### config.mk
export PLATFORM = sky130hd
export DESIGN_NAME = dmem_access_unit
export DESIGN_NICKNAME = d
export VERILOG_FILES = /design/src/rtl/dmem_access_unit.sv
export SDC_FILE = /design/constraint.sdc
export NUM_CORES = 1
export LEC_CHECK = 0
export ABC_CLOCK_PERIOD_IN_PS = 1800
export CAP_MARGIN = 0
export CORE_ASPECT_RATIO = 0.5
export CORE_MARGIN = 5
export CORE_UTILIZATION = 43
export CTS_CLUSTER_SIZE = 24
export DETAILED_ROUTE_END_ITERATION = 8
export PLACE_DENSITY = 0.76
export REMOVE_ABC_BUFFERS = 1
export SETUP_SLACK_MARGIN = 0.05
export SYNTH_ARGS = -nofsm -noshare
export SYNTH_HDL_FRONTEND = slang
export SYNTH_SLANG_ARGS = --single-unit
### constraint.sdc
create_clock -name clk -period 1.8 [get_ports clk]
set_clock_uncertainty 0.2 [all_clocks]
set_input_delay 0.27 -clock clk [delete_from_list [all_inputs] [get_ports clk]]
set_output_delay 0.27 -clock clk [all_outputs]
set_load 0.005 [all_outputs]
### src/rtl/dmem_access_unit.sv
// rtl/dmem_access_unit.sv - data memory initiator with fill-store and streaming-load bursts
//
// Purpose: accepts single-beat or burst requests from the core and drives the
// data memory port. Stores fill req_len+1 consecutive words with one value;
// loads stream req_len+1 words back over a backpressured response channel.
//
// Ports:
//   clk, rst                 clock, asynchronous active-low reset
//   req_valid/req_ready      request handshake
//   req_we/addr/wdata/len    request fields (len = beats minus one)
//   rsp_valid/rsp_ready      load response handshake
//   rsp_data/rsp_last        load word and final-beat flag
//   busy, done               activity flag, store-completion pulse
//   mem_we/mem_a/mem_d       memory write enable, address, write data
//   mem_spo                  memory read data (combinational from mem_a)

module dmem_access_unit #(
  parameter int ADDR_W = 8,
  parameter int DATA_W = 9,
  parameter int LEN_W  = 4
) (
  input  logic              clk,
  input  logic              rst,
  input  logic              req_valid,
  output logic              req_ready,
  input  logic              req_we,
  input  logic [ADDR_W-1:0] req_addr,
  input  logic [DATA_W-1:0] req_wdata,
  input  logic [LEN_W-1:0]  req_len,
  output logic              rsp_valid,
  input  logic              rsp_ready,
  output logic [DATA_W-1:0] rsp_data,
  output logic              rsp_last,
  output logic              busy,
  output logic              done,
  output logic              mem_we,
  output logic [ADDR_W-1:0] mem_a,
  output logic [DATA_W-1:0] mem_d,
  input  logic [DATA_W-1:0] mem_spo
);

  typedef enum logic [1:0] {
    S_IDLE  = 2'd0,
    S_STORE = 2'd1,
    S_LOAD  = 2'd2
  } state_t;

  state_t            r_state;
  logic [ADDR_W-1:0] r_cur_addr;
  logic [ADDR_W-1:0] r_hold_a;
  logic [LEN_W-1:0]  r_count;
  logic [DATA_W-1:0] r_wdata;
  logic [DATA_W-1:0] r_hold_d;
  logic [DATA_W-1:0] r_rsp_data;
  logic              r_rsp_valid;
  logic              r_rsp_last;
  logic              r_done;

  logic              w_last_beat;
  logic              w_issue;

  assign w_last_beat = (r_count == '0);
  // A load beat may issue when the response register is empty or being drained.
  assign w_issue     = !r_rsp_valid || rsp_ready;

  // Derived from registered state only, so rsp_ready never reaches req_ready.
  assign req_ready = (r_state == S_IDLE) && !r_rsp_valid;
  assign busy      = (r_state != S_IDLE);
  // Write enable is a pure state decode: reset removes it in the same instant.
  assign mem_we    = (r_state == S_STORE);
  // While idle the memory port keeps the last address/data it actually used.
  assign mem_a     = (r_state == S_IDLE) ? r_hold_a : r_cur_addr;
  assign mem_d     = (r_state == S_IDLE) ? r_hold_d : r_wdata;
  assign rsp_valid = r_rsp_valid;
  assign rsp_data  = r_rsp_data;
  assign rsp_last  = r_rsp_last;
  assign done      = r_done;

  always_ff @(posedge clk or negedge rst) begin
    if (!rst) begin
      r_state     <= S_IDLE;
      r_cur_addr  <= '0;
      r_hold_a    <= '0;
      r_count     <= '0;
      r_wdata     <= '0;
      r_hold_d    <= '0;
      r_rsp_data  <= '0;
      r_rsp_valid <= 1'b0;
      r_rsp_last  <= 1'b0;
      r_done      <= 1'b0;
    end else begin
      r_done <= 1'b0;
      if (r_state != S_IDLE) begin
        r_hold_a <= r_cur_addr;
        r_hold_d <= r_wdata;
      end
      case (r_state)
        S_IDLE: begin
          // Final load beat may still be waiting for the consumer.
          if (r_rsp_valid && rsp_ready) begin
            r_rsp_valid <= 1'b0;
            r_rsp_last  <= 1'b0;
          end
          if (req_valid && req_ready) begin
            r_cur_addr <= req_addr;
            r_count    <= req_len;
            r_wdata    <= req_wdata;
            r_state    <= req_we ? S_STORE : S_LOAD;
          end
        end
        S_STORE: begin
          r_cur_addr <= r_cur_addr + 1'b1;
          r_count    <= r_count - 1'b1;
          if (w_last_beat) begin
            r_state <= S_IDLE;
            r_done  <= 1'b1;
          end
        end
        S_LOAD: begin
          if (w_issue) begin
            r_rsp_data  <= mem_spo;
            r_rsp_valid <= 1'b1;
            r_rsp_last  <= w_last_beat;
            r_cur_addr  <= r_cur_addr + 1'b1;
            r_count     <= r_count - 1'b1;
            if (w_last_beat) begin
              r_state <= S_IDLE;
            end
          end
        end
        default: r_state <= S_IDLE;
      endcase
    end
  end

endmodule

==> reports/metrics.cfg <==
[run_status]
outcome = finished, violations left
violations = negative setup slack

[synth]
synth-seq-cells = 52
synthMuxAreaShare = 0.184
area_share_of_and_or_nand_nor_cells_after_synthesis = 0.127
synth.most_common_cell = dfrtp_1
synthArstFlopShare = 1.00
synth.avg_cell_area_um2 = 11.8
synth_edf_count = 0
post-synth-top-area-cell = dfrtp_1
synth-xor-area-share = 0
yosysWarnings = 0
synth_common_cells = dfrtp_1, mux2_2, nand2_1, nor2_1, o21ai_0
synthCells = 200
synthTopCellsByArea = dfrtp_1, mux2_2, ha_1
netlist.area_leader.share = 0.552
arithmetic_cell_share_of_the_synthesized_area_counting_full_adders_half_adders_and_majority_gates = 0.0319
synth_top_family_by_area = multiplexers
synth.yosys.seq_area_share = 0.552
synth.cell_area_um2 = 2360
synthFlopType = dfrtp_1
synth_compound_area_frac = 0.0712
synth_cell_types = 35

[global_routing]
global_route.usage.total = 0.219
globalRouteOverflowTotal = 0
grt_pass1_vias = 2370
grt_start_max_net_pins = 35
first_pass_grt_wire_length_um = 12300
grt_antenna_before_repair = 0

[worst_setup_path]
crit_path_max_incr_delay_ns = 0.41
cp_num_buf_inv = 4
timing_worst_setup_path_type = reg -> out
crit_path_start_kind = flop
cp_cell_sequence = inv_2 > ha_4 > buf_12 > buf_12 > mux2_4 > buf_6
cp_top_family = buffers and inverters
timing.critical_path.from = r_state[0]
cp_max_fo = 7
worst-endpoint-required_ns = 1.33
crit_arrival_ns = 1.67
critPathSlowestCell = dfrtp_1
reg2reg_from = r_state[0]
cp-end-kind = output pin
timing.critical_path.mode_cell = buf_12

[timing]
worst_slew_pin_slew_ns = 0.431
setup_repair_after_global_routing_missed_its_margin = true
report.final.hold_viol_count = 0
period_needed_ns = 2.14
layout_setup_ws_ns = -0.344
max_freq_ghz = 0.466
period_share = 1.19
timing.max_slew.rel_slack = 0.713
finalSetupViolations = 40
drv_slew = 0

[clocking]
cts-buffers-inserted = 5
tritoncts = yes
clk-insertion-delay-late_ns = 0.32
clock_pin_slew_worst_setup_and_hold_paths_ns = 0.10
root_buffer_cell = clkbuf_8
clockBufferDepth = 2
h_tree_level_count = 2
cts_sinks = 52

[floorplanning]
die_area_um2 = 7150
ios = 67
core.rowCount = 19
core_region_area_um2 = 5400
die_w_um = 115
die_y_extent_um = 62.3
floorplan.initialDensity = 0.437

[placed_design]
dpl.cell_count = 361
place.detailed.hpwl_um = 4180
place_congestion = 0.793
input_output_buffers = 66

[power]
p_leak_nw = 1.88
power.ir.vdd_worst_v = 0.00107
power_per_cell_area_nw_per_um2 = 2100
p_total_mw = 8.64

[detailed_routing]
remaining_drc_errors = 0
wl_per_cell_um = 19.9
routed_wl_um = 7960
ant_nets = 0
length_of_the_first_detailed_routing_pass_in_iterations = 4
vias = 2200
per_cell_via_count_in_the_routed_design = 5.50
detailedRoute.firstIterationViolations = 99

[cells_and_area]
layout.filler_cells = 309
flow.area_growth_from_synthesis_pct = 74.8
final_layout_size_suffix_gt1_frac = 0.492
layout.nets = 367
layout.core_utilization = 0.763
post_layout_nonfiller_instances = 400
antenna_cells = 0

[worst_hold_path]
worst_hold_path_class = in -> async

[run]
max_cap_violations = 0

==> final timing paths <==
| path | endpoint | slack (ns) | cells after the start |
|---|---|---|---|
| setup / recovery | mem_d[8] | -0.34 | 6 |
| hold / removal | r_hold_d[4] | 0.21 | 2 |
| setup reg to reg | r_cur_addr[4] | -0.21 | 9 |
| hold reg to reg | r_hold_d[4] | 0.31 | 1 |
| max in group asynchronous | rsp_valid | 0.63 | 3 |
| min in group clk | r_hold_d[4] | 0.31 | 1 |
==> state kept, by name, summed over array words and instances (netlist names) <==
signal / cells
r_wdata: 9
r_hold_d: 9
rsp_valid: 1
r_state: 2
rsp_data: 9
r_count: 4
done: 1
r_hold_a: 8
r_cur_addr: 8
rsp_last: 1
==> where the power goes <==
part	total, mW	switching (mW)	internal (mW)
logic	5.77	2.38	3.39
clock network	0.696	0.418	0.278
registers	2.18	0.402	1.77
total	8.64	3.20	5.44
==> area by class of cell <==
cell class,count,area (um2),area share
multi-input cells,133,1340,0.326
flip-flops and latches,52,1300,0.316
repair buffers,124,1250,0.304
well taps,73,91.3,0.0222
clock buffers,6,72.6,0.0176
inverters,10,40.0,0.00972
clock inverters,2,16.3,0.00395
==> cells in the final DEF, fill, tap and decap left out, drive strengths merged, types with 3 or more instances in the layout <==
master and instances:
a21oi 3, buf 77, clkbuf 7, clkdlybuf4s50 44, dfrtp 52, ha 6, inv 10, mux2 34
mux2i 5, nand2 15, nand2b 4, nand3 6, nand4 4, nor2 13, nor3 8, o21ai 11
o22ai 3
==> per-layer routing <==
layer | up-vias | wire [um] | global-route usage
met1 | 1106 | 3160 | 0.263
met2 | 90 | 4100 | 0.375
met4 | 0 | 347 | 0.0963
li1 | 970 | - | -
met3 | 34 | 353 | 0.0504
met5 | - | 0 | 0
==> what timing repair did <==
item	in CTS	in global routing
endpoints found under the hold margin	18	0
endpoints found under the setup margin	53	54
hold buffers	1	0
cloned	3	1
resized for setup	172	35
setup buffers	19	12
pin swaps	22	12
==> through the flow <==
stage / worst slack (ns) / instance area [um2] / hold WS [ns] / setup TNS [ns]
2_1_floorplan: -0.465 / 2310 / -0.226 / -12.50
3_3_place_gp: -0.296 / 3320 / 0.0327 / -8.72
3_5_place_dp: -0.357 / 3320 / 0.0347 / -10.55
4_1_cts: -0.334 / 3900 / 0.229 / -8.40
5_1_grt: -0.400 / 4120 / 0.263 / -10.18
6_report: -0.344 / 4120 / 0.213 / -7.74
==> cells by family after synthesis <==
family          count (synthesis)
compound gates                 26
fa+ha+maj                       6
buf+inv                        17
flops                          52
mux                            39
simple gates                   60
==> worst reg2reg max path: cells and delay by family, from the launching register on <==
kind	cells	cell delay, ns
buffers and inverters	4	0.55
AOI/OAI and AO/OA	2	0.26
DFF	1	0.41
adders and majority gates	1	0.15
and+or+nand+nor	2	0.33
Note: power is estimated with default switching activity, not from simulation.
